==> config.mk <==
export PLATFORM = sky130hd
export DESIGN_NAME = router_input_ctrl
export DESIGN_NICKNAME = d
export VERILOG_FILES = /design/src/rtl/router_input_ctrl.sv
export SDC_FILE = /design/constraint.sdc
export NUM_CORES = 1
export LEC_CHECK = 0
export BUFFER_PORTS_ARGS = -buffer_cell sky130_fd_sc_hd__buf_2
export CAP_MARGIN = 10
export CORE_ASPECT_RATIO = 1.25
export CORE_MARGIN = 3
export CORE_UTILIZATION = 55
export CTS_CLUSTER_DIAMETER = 40
export DETAILED_ROUTE_END_ITERATION = 7
export PLACE_DENSITY = 0.77
export SETUP_SLACK_MARGIN = 0.3
export SYNTH_ARGS = -nofsm -noshare
export SYNTH_HDL_FRONTEND = slang
export SYNTH_SLANG_ARGS = --single-unit
export TNS_END_PERCENT = 50
==> constraint.sdc <==
create_clock -name clk_i -period 4.5 [get_ports clk_i]
set_input_delay 0.9 -clock clk_i [delete_from_list [all_inputs] [get_ports clk_i]]
set_output_delay 0.9 -clock clk_i [all_outputs]
set_load 0.005 [all_outputs]
==> src/rtl/router_input_ctrl.sv <==
// Input-port controller for a ring router. It buffers arriving messages in a circular FIFO,
// routes the head message toward west, terminal or east, and dequeues the head on a matching grant.
module router_input_ctrl #(
  parameter int p_router_id   = 0,
  parameter int p_num_routers = 4,
  parameter int p_msg_nbits   = 44,
  parameter int p_dest_nbits  = 2,
  parameter int p_num_entries = 4
) (
  input  logic                                     clk_i,
  input  logic                                     reset_i,
  input  logic                                     in_val_i,
  output logic                                     in_rdy_o,
  input  logic [p_msg_nbits-1:0]                   in_msg_i,
  output logic [2:0]                               reqs_o,
  input  logic [2:0]                               grants_i,
  output logic [p_msg_nbits-1:0]                   out_msg_o,
  output logic [$clog2(p_num_entries+1)-1:0]       count_o
);

  localparam int          CW     = $clog2(p_num_entries + 1);
  localparam int          PW     = (p_num_entries > 1) ? $clog2(p_num_entries) : 1;
  localparam logic [31:0] N      = 32'(p_num_routers);
  localparam logic [31:0] ID     = 32'(p_router_id);
  localparam logic [31:0] ID_MOD = ID % N;
  localparam logic [31:0] HALF   = N / 32'd2;
  localparam logic [PW-1:0] LAST = PW'(p_num_entries - 1);
  localparam logic [CW-1:0] FULL = CW'(p_num_entries);

  logic [p_msg_nbits-1:0]  mem_q [p_num_entries];
  logic [PW-1:0]           head_q, head_d;
  logic [PW-1:0]           tail_q, tail_d;
  logic [CW-1:0]           count_q, count_d;
  logic                    enq, deq;
  logic [p_dest_nbits-1:0] head_dest;
  logic [31:0]             dest_ext;
  logic [31:0]             fwd_dist;

  function automatic logic [PW-1:0] next_ptr(input logic [PW-1:0] ptr);
    return (ptr == LAST) ? '0 : ptr + PW'(1);
  endfunction

  // Route depends only on registered state, so grants never loop back into reqs.
  always_comb begin
    head_dest = mem_q[head_q][p_msg_nbits-1 -: p_dest_nbits];
    dest_ext  = 32'(head_dest);
    fwd_dist  = ((dest_ext % N) + N - ID_MOD) % N;
    reqs_o    = 3'b000;
    if (count_q != '0) begin
      if (dest_ext == ID)
        reqs_o = 3'b010;
      else if (fwd_dist <= HALF)
        reqs_o = 3'b100;
      else
        reqs_o = 3'b001;
    end
  end

  always_comb begin
    in_rdy_o  = (count_q != FULL);
    out_msg_o = mem_q[head_q];
    count_o   = count_q;
    enq       = in_val_i && in_rdy_o;
    deq       = (count_q != '0) && ((grants_i & reqs_o) != 3'b000);
  end

  always_comb begin
    head_d  = head_q;
    tail_d  = tail_q;
    count_d = count_q;
    if (enq) tail_d = next_ptr(tail_q);
    if (deq) head_d = next_ptr(head_q);
    case ({enq, deq})
      2'b10:   count_d = count_q + CW'(1);
      2'b01:   count_d = count_q - CW'(1);
      default: count_d = count_q;
    endcase
  end

  always_ff @(posedge clk_i or posedge reset_i) begin
    if (reset_i) begin
      head_q  <= '0;
      tail_q  <= '0;
      count_q <= '0;
    end else begin
      head_q  <= head_d;
      tail_q  <= tail_d;
      count_q <= count_d;
    end
  end

  // Payload storage is intentionally left unreset; count gates its validity.
  always_ff @(posedge clk_i) begin
    if (enq) mem_q[tail_q] <= in_msg_i;
  end

endmodule

==> results of run 1 <==
-- per-layer routing --
metal / vias to the layer above / routed length, um
met1: 1623 / 4740
met4: 2 / 159
met5: - / 13
met2: 88 / 6110
li1: 1398 / -
met3: 16 / 683
-- how the worst max path moves through the flow --
stage / from / end
after floorplan: head_q[0]$_DFFE_PP0P_ / count_o[2]$_DFFE_PP0P_
after global routing: head_q[0]$_DFFE_PP0P_ / out_msg_o[3]
after global placement: head_q[1]$_DFFE_PP0P_ / count_o[2]$_DFFE_PP0P_
after detailed placement: head_q[1]$_DFFE_PP0P_ / count_o[2]$_DFFE_PP0P_
final: head_q[0]$_DFFE_PP0P_ / out_msg_o[3]
after CTS: head_q[0]$_DFFE_PP0P_ / out_msg_o[29]
-- per-stage QoR --
| stage | cells | hold slack, ns | utilization [%] | area [um2] | total power (W) |
|---|---|---|---|---|---|
| after floorplan | 278 | 0.497 | - | 6850 | 0.00340 |
| after global placement | 535 | 0.500 | 63.5 | 7550 | 0.00396 |
| after detailed placement | 535 | 0.512 | 63.5 | 7550 | 0.00400 |
| after CTS | 567 | 0.398 | 68.3 | 8120 | 0.00543 |
| after global routing | 567 | 0.416 | 68.3 | 8120 | 0.00564 |
| final | 567 | 0.412 | 68.3 | 8120 | 0.00536 |
-- cells by family (layout without fill, tap and decap cells) --
kind of cell / after synthesis / after routing
flip-flops: 183 / 183
multiplexers: 48 / 48
buffers and inverters: 19 / 147
AND/OR/NAND/NOR: 13 / 13
adder cells (fa/ha/maj): 9 / 9
AO/OA/AOI/OAI: 3 / 3
XOR/XNOR: 3 / 3
-- state kept, by name, summed over array words and instances (netlist names) --
signal   cells
count_o      3
tail_q       2
head_q       2
mem_q      176
-- cells in the final DEF (no fill, tap or decap) --
cell and instances:
edfxtp_1 176, buf_2 100, mux4_2 44, clkbuf_16 17
inv_1 9, ha_1 8, buf_4 6, clkinv_2 5
dfrtp_1 5, and3_2 4, nor2_1 3, clkinv_4 3
inv_6 3, mux2_4 2, and2b_1 2, xor2_1 2
bufinv_16 2, clkinvlp_4 2, xnor2_1 1, mux2i_1 1
or3b_4 1, and2_4 1, nor3_1 1, a222oi_1 1
o21ai_0 1, o41ai_1 1, nor2b_1 1, mux2_2 1
fa_1 1, dfrtp_4 1, dfrtp_2 1
-- power by group through the flow --
stage | Clock [W] | Combinational [W] | Sequential (W)
finish | 0.00143 | 0.00151 | 0.00242
global route | 0.00153 | 0.00165 | 0.00246
CTS | 0.00146 | 0.00154 | 0.00243
detailed placement | 0 | 0.00153 | 0.00246
global placement | 0 | 0.00152 | 0.00244
floorplan | 0 | 0.00104 | 0.00236
-- cell type report --
cell class | instances | area, um2
sequential | 183 | 5470
fill | 797 | 3770
multi-input combinational | 76 | 1300
timing repair buffer | 106 | 546
clock buffer | 17 | 425
tap | 161 | 201
clock inverter | 15 | 153
inverter | 9 | 33.8
==> qor.txt, run 1 <==
Worst Path Arrival: 2.38 ns
VDD IR max: 0.000500 V
Clock tree sinks: 183
Post-synth EDFFs: 176
Clock power frac: 26.7%
Overall via count from detail_route: 3127
Gate count of the mapped netlist: 278
Clk slew on worst S/H paths: 0.06 ns
Vias in the first global route: 3366
P_leak: 2.88 nW
Post-Route Skew: 0.00655 ns
Remaining antenna violation count: 0
Post-CTS Setup Inserts: 0
Slew margin rel.: 44.3%
Endpoints failing hold: 0
Synthesis-to-layout area growth: 18.6%
Ant diodes: 0
Reg2reg path depth: 11
Post-place setup slack: 1.46 ns
Critical Path RT: 3.60 ns
Crit-path max FO: 35
Clk_lat worst skew: 0.42 ns
RSZ-0062 raised after global routing: no
Largest area contributor in the netlist: edfxtp_1
Worst stage delay on the critical path: 0.62 ns
Post-route minimum period: 3.28 ns
R2r startpoint: head_q[1]$_DFFE_PP0P_
Crit Path Class: flip-flop to output pin
Critical path buffer and inverter count: 2
RD Place Congestion: 0.771
Cell count along the critical path: 3
Final Setup Violations: 0
CP Cell Sequence: buf_4 > mux4_2 > buf_2
Final slew viol count: 0
Sequential share of power: 45.2%
Area fraction of the dominant cell type after synthesis: 77.2%
Post-synthesis sequential area ratio: 79.7%
Row cnt: 44
Pin count of the biggest net entering global routing: 36
Mapped Nets: 337
PortBufs: 100
Fin crit share: 72.8%
Top FF cell, synth: edfxtp_1
TritonCTS Buffers: 17
Async SR Flop Fraction: 3.83%
Simple-Gate Fraction of Synth Area: 1.28%
Netlist cell types: 24
Max Cap Viol: 0
WL/cell: 20.6 um
DPL Wire Length: 7150 um
Commonest cells post-synth: 176 x edfxtp_1, 44 x mux4_2, 9 x inv_1
Grt peak-use layer: met2
Post-CTS sizing: 0
Max Buffers Root-to-Sink: 2
Slowest cell on the critical path: buf_4
Drt total wl: 11700 um
CTS tree: done
#FFs+latches synth: 183
Initial DRC Count: 182
Die W: 106 um
Reg-to-reg setup timing slack: 1.42 ns
CTS H-tree depth: 4
Family with the most delay on the worst path: buffers and inverters
Synthesized-area fraction occupied by xor and xnor cells: 0.384%
Outcome: complete, no violations
Hold-fix buffer count after cts: 0
Drt via density: 5.51
DRT Pass-1 Iters: 4
IO Pins: 101
Root cell of the clock tree: clkbuf_16
Gr ovfl total: 0
Combinational Power Share: 28.1%
GR Layer Usage met2: 29.5%
Synth top area cells: edfxtp_1 77%, mux4_2 14%, dfrtp_1 2.6%, ha_1 1.5%, inv_1 0.49%
Grt met1 use: 24.4%
Compound-Gate Fraction of Synth Area: 0.347%
Largest family of logic cells by synthesized area: multiplexers
Synth Warn #: 0
Slew @ Worst Pin: 0.836 ns
Mux cell area share after synthesis: 15.2%
Initial core utilization: 57.6%
Die ar.: 13800 um2
Power per standard cell area: 660 nW/um2
R2R Path End: count_o[2]$_DFFE_PP0P_
Nets: 452
Adder-Cell Fraction of Synth Area: 1.75%
Nature of the critical path endpoint: output pin
Sw Share: 28.0%
Die Y: 131 um
Setup TNS: 0 ns
Layout cells sized above 1: 47.5%
Max Fclk: 0.305 GHz
Most common cell in the netlist: edfxtp_1
First-pass GRT wire length: 18700 um
Startpoint Class: flip-flop
All-Layer GR Usage: 18.5%
Mean post-synth cell area: 24.6 um2
HP Class: primary input to async pin
Met3 usage: 5.60%
Initial antenna violation count: 1
Setup ws final: 1.22 ns
Post-Syn Area: 6850 um2
Net Switching: 0.00150 W
Core area: 11900 um2
Internal cell power: 0.00386 W
Drc violations: 0
Power figures use the tool's default switching activity.
==> run 2, diff against run 1 <==
CORE_UTILIZATION = 51   (was 55)
PLACE_DENSITY = 0.75   (was 0.77)
clock period = 3 ns   (was 4.5 ns; I/O delays follow)
==> run 2 against run 1 <==
Effect of this change:
- final cell count grew 3.7%
- non-clock buffer count grew 13
- register-to-register slack lost 1.2 ns
- design area grew 2.7%
- critical path depth grew 8
- worst setup slack lost 1.0 ns
- largest power group unchanged
- sequential share of layout area shrank 1.8 points
- power grew 58%
- die area grew 7.4%
- count of clock-buffer cells in the layout is the same
- global-route usage shrank 1.4 points
==> qor.txt, run 2 (same netlist as run 1, synthesis figures left out) <==
Most common cell after layout, fill and taps aside: edfxtp_1
Cell count along the critical path: 11 (+8)
DPL Wire Length: 7080 um (-0.98%)
Initial antenna violation count: 1 (unchanged)
Commonest cells after routing, fill and taps aside: 176 x edfxtp_1, 100 x buf_2, 44 x mux4_2, 17 x clkbuf_16, 14 x buf_4
Max reg flops: 176 (unchanged)
Filler cell count: 891 (+12%)
Initial core utilization: 53.1% (-4.5 points)
CTS H-tree depth: 4 (unchanged)
Layout Cells excl Fill: 588 (+3.7%)
Die Y: 136 um (+3.7%)
Setup TNS: 0 ns (unchanged)
Root cell of the clock tree: clkbuf_16
IO Pins: 101 (unchanged)
Worst Path Arrival: 3.08 ns (+0.70 ns)
Outcome: complete, no violations
Top reg by flops: mem_q
Hold-fix buffer count after cts: 0 (unchanged)
Clk slew on worst S/H paths: 0.07 ns (about the same)
Gr ovfl total: 0 (unchanged)
Final Setup Violations: 0 (unchanged)
Post-Route Skew: 0.0161 ns (+0.00955 ns)
RD Place Congestion: 0.732 (-5.1%)
Core area: 12900 um2 (+8.4%)
Post-place setup slack: 0.190 ns (-1.27 ns)
Setup ws final: 0.219 ns (-1.00 ns)
Family with the most delay on the worst path: adder cells
VDD IR max: 0.000818 V (+64%)
Placed cells: 544 (+1.7%)
Clk_lat worst skew: 0.42 ns (about the same)
Layout cells sized above 1: 50.8% (+3.3 points)
Die W: 110 um (+3.6%)
Overall via count from detail_route: 3211 (+2.7%)
Critical path buffer and inverter count: 2 (unchanged)
Row cnt: 46 (+4.5%)
Slowest cell on the critical path: mux4_2
WL/cell: 20.0 um (-3.2%)
DRT Pass-1 Iters: 5 (+1)
Max Cap Viol: 0 (unchanged)
Post-route minimum period: 2.78 ns
Max Fclk: 0.360 GHz
TritonCTS Buffers: 17 (unchanged)
RSZ-0062 raised after global routing: yes
Initial DRC Count: 174 (-4.4%)
First-pass GRT wire length: 18400 um (-1.2%)
HP Class: primary input to async pin
Reg-to-reg setup timing slack: 0.22 ns (-1.20 ns)
Final slew viol count: 0 (unchanged)
Vias in the first global route: 3499 (+4.0%)
Slew margin rel.: 57.0% (+13 points)
Crit-path max FO: 4 (-89%)
Slew @ Worst Pin: 0.640 ns (-0.196 ns)
Pin count of the biggest net entering global routing: 45 (+25%)
Drc violations: 0 (unchanged)
Fin crit share: 92.7%
R2R Path End: count_o[2]$_DFFE_PP0P_
Max Buffers Root-to-Sink: 2 (unchanged)
Util after Layout: 64.7% (-3.6 points)
CTS tree: done
PortBufs: 100 (unchanged)
Reg2reg path depth: 11 (unchanged)
P_leak: 2.96 nW (+2.7%)
Synthesis-to-layout area growth: 21.8%
R2r startpoint: head_q[0]$_DFFE_PP0P_
Worst stage delay on the critical path: 0.54 ns (-0.08 ns)
Nature of the critical path endpoint: flip-flop
GR Layer Usage met2: 28.6% (-0.89 points)
Critical Path RT: 3.30 ns (-0.30 ns)
Clock tree sinks: 183 (unchanged)
Met3 usage: 4.05% (-1.5 points)
Grt met1 use: 21.0% (-3.4 points)
Remaining antenna violation count: 0 (unchanged)
All-Layer GR Usage: 17.1% (-1.4 points)
Grt peak-use layer: met2
Nets: 465 (+2.9%)
Drt total wl: 11700 um (+0.38%)
Die ar.: 14900 um2 (+7.4%)
Drt via density: 5.46 (-0.98%)
CP Cell Sequence: mux4_2 > inv_2 > ha_4 > a222oi_1 > nor2_1 > ha_2 > inv_2 > fa_2 > xor2_1 > nor2_1 > xor2_1
Power per standard cell area: 1010 nW/um2 (+54%)
Crit. Startpoint: head_q[0]$_DFFE_PP0P_
Startpoint Class: flip-flop
End point of the critical path: count_o[2]$_DFFE_PP0P_
Crit Path Class: flip-flop to flip-flop
Endpoints failing hold: 0 (unchanged)
-- run 2: cell types whose count changed in the layout (fill, tap and decap cells not counted), moves of 2 or more --
cell / previous run / this run
buf_4: 6 / 14
buf_12: 0 / 4
inv_6: 3 / 5
clkinvlp_4: 2 / 4
inv_2: 0 / 3
clkinv_4: 3 / 0
ha_1: 8 / 6
inv_1: 9 / 6
clkinv_2: 5 / 0
inv_8: 0 / 3
-- run 2: worst min path at each step --
| stage | end | slack, ns |
|---|---|---|
| finish | tail_q[1]$_DFFE_PP0P_ | 0.11 |
| global route | count_o[2]$_DFFE_PP0P_ | 0.12 |
| global placement | count_o[2]$_DFFE_PP0P_ | 0.51 |
| floorplan | count_o[0]$_DFFE_PP0P_ | 0.40 |
| CTS | tail_q[1]$_DFFE_PP0P_ | 0.1 |
| detailed placement | count_o[2]$_DFFE_PP0P_ | 0.52 |
-- run 2: routing by layer --
layer | vias to the layer above | share of wire, % | routed length (um)
met5 | - | 0 | 0
met4 | 0 | 2.5 | 291
met3 | 18 | 4.8 | 568
met2 | 98 | 54 | 6310
met1 | 1666 | 39 | 4580
li1 | 1429 | - | -
-- run 2: through the flow --
step                      power [W]  cell area, um2  hold WS (ns)
after floorplan             0.00510            6850         0.403
after global placement      0.00601            7620         0.507
after detailed placement    0.00609            7620         0.515
after CTS                   0.00848            8300        0.0970
after global routing        0.00890            8350         0.123
final                       0.00847            8350         0.106
-- run 2: what timing repair did --
action	in CTS	in global routing
endpoints found under the setup margin	37	7
setup buffers	8	3
pin swaps	1	4
gates resized for setup	3	7
-- run 2: final cells by class --
type / count / area [um2] / share of cell area (%)
flip-flops and latches: 183 / 5470 / 65.5
inverters: 9 / 33.8 / 0.405
multi-input cells: 76 / 1330 / 15.9
clock inverters: 15 / 184 / 2.20
repair buffers: 119 / 701 / 8.39
clock buffers: 17 / 425 / 5.10
diodes: 1 / 2.50 / 0.0300
well taps: 168 / 210 / 2.52
-- run 2: power by group --
part           switching [W]  internal, W  leakage [nW]
clock               0.000962      0.00126         0.286
combinational        0.00129      0.00142         0.979
sequential          0.000153      0.00339          1.69
total                0.00240      0.00607          2.96
-- run 2: worst register-to-register path, stage by stage, from the launching register on --
cell and delay [ns]:
dfrtp_4 0.44, mux4_2 0.54, inv_2 0.09, ha_4 0.20, a222oi_1 0.38, nor2_1 0.16, ha_2 0.25, inv_2 0.06
fa_2 0.19, xor2_1 0.15, nor2_1 0.07, xor2_1 0.14
==> run 3, diff against run 2 <==
ABC_AREA = 1   (was not set)
CORE_UTILIZATION = 52   (was 51)
PLACE_DENSITY = 0.76   (was 0.75)
==> run 3 against run 2 <==
Effect of this change:
- count of clock-buffer cells in the layout is the same
- sequential share of layout area shrank 2.8 points
- design area grew 4.5%
- sequential power is essentially flat
- core utilization shrank 2.1 points
- sequential cell count is the same
- worst setup slack gained 0.21 ns
- non-clock buffer count shrank 12
- via count grew 43%
- synthesized cell count grew 110%
- die area grew 6.7%
- global-route usage grew 0.70 points
- highest routed layer unchanged
==> qor.txt, run 3 <==
Post-Route Skew: 0.00715 ns (-0.00895 ns)
Compound-Gate Fraction of Synth Area: 10.2% (+9.8 points)
Row cnt: 48 (+4.3%)
All-Layer GR Usage: 17.8% (+0.70 points)
DRT Pass-1 Iters: 5 (unchanged)
Clock power frac: 25.2% (-1.1 points)
Fin crit share: 85.7% (-6.9 points)
Met3 Routed Length: 488 um (-14%)
Sw Share: 34.5% (+6.1 points)
VDD IR max: 0.000510 V (-38%)
Max Fclk: 0.389 GHz (+8.1%)
Fin area: 8720 um2 (+4.5%)
Slew margin rel.: 54.0% (-3.0 points)
Crit-path max FO: 10 (+6)
Uppermost layer routed: met4
Critical path buffer and inverter count: 3 (+1)
Nature of the critical path endpoint: flip-flop
Post-Syn Area: 7470 um2 (+9.1%)
RD Place Congestion: 0.764 (+4.4%)
Util after Layout: 62.6% (-2.1 points)
Post-CTS Setup Inserts: 0 (-8)
Synthesis-to-layout area growth: 16.7%
Register area: 5470 um2 (unchanged)
Die Y: 140 um (+3.3%)
Critical Path RT: 3.30 ns (about the same)
Root cell of the clock tree: clkbuf_16
Overall via count from detail_route: 4577 (+43%)
Post-CTS sizing: 0 (-3)
Power per standard cell area: 980 nW/um2 (-3.5%)
M1 WL: 5360 um (+17%)
DP Area: 8130 um2 (+6.7%)
Core area: 13900 um2 (+8.1%)
Outcome: complete, no violations
Drt total wl: 13600 um (+16%)
WL/cell: 15.5 um (-23%)
Die ar.: 15900 um2 (+6.7%)
Clock tree sinks: 183 (unchanged)
Most common cell after layout, fill and taps aside: edfxtp_1
Commonest cells post-synth: 176 x edfxtp_1, 112 x nand2_1, 109 x inv_1
Nets: 748 (+61%)
Post-synth EDFFs: 176 (unchanged)
Setup TNS: 0 ns (unchanged)
Internal cell power: 0.00560 W (-7.8%)
Hold-fix buffer count after cts: 0 (unchanged)
Gate count of the mapped netlist: 593 (+110%)
Async SR Flop Fraction: 3.83% (unchanged)
DPL Wire Length: 8040 um (+14%)
Clk_lat worst skew: 0.41 ns (about the same)
HP Class: primary input to async pin
Layout Cells excl Fill: 878 (+49%)
Area fraction of the dominant cell type after synthesis: 70.7% (-6.4 points)
Largest family of logic cells by synthesized area: compound AO/OA/AOI/OAI gates
Mapped Nets: 652 (+93%)
Adder-Cell Fraction of Synth Area: 1.61% (-0.15 points)
Multi-input gate area: 1420 um2 (+7.5%)
First-pass GRT wire length: 22100 um (+20%)
CTS tree: done
Post-synthesis sequential area ratio: 73.0% (-6.7 points)
Netlist cell types: 18 (-25%)
Combinational Power Share: 33.6% (+1.7 points)
Drt via density: 5.21 (-4.5%)
Top FF cell, synth: edfxtp_1
Commonest cells after routing, fill and taps aside: 176 x edfxtp_1, 112 x nand2_1, 109 x inv_1, 100 x buf_2
RSZ-0062 raised after global routing: yes
Clk slew on worst S/H paths: 0.07 ns (about the same)
Mux cell area share after synthesis: 0% (-15 points)
Vias in the first global route: 4583 (+31%)
Cell mode on critical path: nand2_1
Worst Path Arrival: 2.88 ns (-0.20 ns)
PortBufs: 100 (unchanged)
Slew @ Worst Pin: 0.690 ns (+0.0498 ns)
CTS H-tree depth: 4 (unchanged)
Final Setup Violations: 0 (unchanged)
Die W: 113 um (+3.3%)
Initial DRC Count: 236 (+36%)
Worst stage delay on the critical path: 0.54 ns (about the same)
Filler cell count: 1060 (+19%)
Max reg flops: 176 (unchanged)
Endpoints failing hold: 0 (unchanged)
Largest area contributor in the netlist: edfxtp_1
Initial core utilization: 53.6% (+0.51 points)
Startpoint Class: flip-flop
Remaining antenna violation count: 0 (unchanged)
Post-route minimum period: 2.57 ns (-0.208 ns)
CP Cell Sequence: o21ai_0 > nand2_1 > nand2_1 > inv_1 > ha_1 > nand2_1 > nand3_1 > nand2_1 > inv_1 > ha_1 > inv_1 > fa_1 > nand2_1 > nand3_1 > nand2_1 > nand2_1
Mean post-synth cell area: 12.6 um2 (-49%)
Synthesized-area fraction occupied by xor and xnor cells: 0.117% (-0.27 points)
Placed cells: 845 (+55%)
Slowest cell on the critical path: dfrtp_4
Crit Path Class: flip-flop to flip-flop
Family with the most delay on the worst path: adder cells
Final slew viol count: 0 (unchanged)
Synth Warn #: 0 (unchanged)
Most common cell in the netlist: edfxtp_1
Net Switching: 0.00295 W (+23%)
Initial antenna violation count: 1 (unchanged)
Simple-Gate Fraction of Synth Area: 6.70% (+5.4 points)
Layout cells sized above 1: 20.7% (-30 points)
Top reg by flops: mem_q
Pin count of the biggest net entering global routing: 144 (+220%)
TritonCTS Buffers: 17 (unchanged)
IO Pins: 101 (unchanged)
Sequential share of power: 41.2% (-0.6 points)
#FFs+latches synth: 183 (unchanged)
Max Buffers Root-to-Sink: 2 (unchanged)
Max Cap Viol: 0 (unchanged)
Gr ovfl total: 0 (unchanged)
P_leak: 3.57 nW (+21%)
Drc violations: 0 (unchanged)
Synth top area cells: edfxtp_1 71%, nand2_1 5.6%, inv_1 5.5%, o211ai_1 4.2%, a21oi_1 2.8%
Met2 wire length: 7500 um (+19%)
==> run 3: cell types whose count changed after synthesis, moves of 4 or more <==
| cell | change |
|---|---|
| o21ai_1 | +14 |
| buf_6 | +9 |
| mux4_2 | -44 |
| o21ai_0 | +32 |
| buf_2 | +7 |
| a21oi_1 | +42 |
| inv_1 | +100 |
| nor2_1 | +6 |
| and3_2 | -4 |
| nand2_1 | +112 |
| nand3_1 | +8 |
| o211ai_1 | +42 |
==> run 3: power by group through the flow <==
stage / Sequential [W] / Combinational (W) / Clock, W
after floorplan: 0.00355 / 0.00194 / 0
after global placement: 0.00354 / 0.00277 / 0
after detailed placement: 0.00357 / 0.00291 / 0
after CTS: 0.00352 / 0.00292 / 0.00219
after global routing: 0.00356 / 0.00326 / 0.00231
final: 0.00352 / 0.00287 / 0.00216
==> run 3: cell families (layout without fill, tap and decap cells) <==
group / Yosys count / in the layout
adders and majority gates: 9 / 9
other: 0 / 1
and+or+nand+nor: 130 / 130
xor gates and xnor gates: 1 / 1
buffers and inverters: 139 / 248
DFF: 183 / 183
AOI/OAI and AO/OA: 131 / 131
==> run 3: through the flow <==
stage	hold slack, ns	power, W	worst slack [ns]
2_1_floorplan	0.403	0.00549	-0.0791
3_3_place_gp	0.484	0.00631	0.578
3_5_place_dp	0.498	0.00648	0.356
4_1_cts	0.109	0.00863	0.325
5_1_grt	0.126	0.00913	0.288
6_report	0.116	0.00855	0.428
==> run 3: path summary, 6_finish.rpt <==
| path | start | endpoint | slack [ns] | cells after the start |
|---|---|---|---|---|
| max in group asynchronous | reset_i | head_q[0]$_DFFE_PP0P_ | 2.62 | 2 |
| min in group clk_i | in_msg_i[34] | mem_q[3][34]$_DFFE_PP_ | 0.40 | 1 |
| worst max register to register | head_q[0]$_DFFE_PP0P_ | count_o[2]$_DFFE_PP0P_ | 0.43 | 16 |
| worst min-delay path | reset_i | count_o[0]$_DFFE_PP0P_ | 0.12 | 2 |
| worst min register to register | count_o[0]$_DFFE_PP0P_ | count_o[0]$_DFFE_PP0P_ | 0.51 | 1 |
| worst max-delay path | head_q[0]$_DFFE_PP0P_ | count_o[2]$_DFFE_PP0P_ | 0.43 | 16 |
==> run 3: area by class of cell <==
type	count	share of cell area (%)
antenna	1	0.0287
clock buffer	17	4.88
clock inverter	15	1.84
inverter	109	4.69
multi-input combinational	271	16.3
sequential	183	62.6
tap	175	2.51
timing repair buffer	107	7.10
==> run 3: per-layer routing <==
metal	up-vias	GRT usage, %
met5	-	0
met4	0	6.90
met3	17	3.41
met2	103	32.1
met1	2233	20.7
li1	2224	-
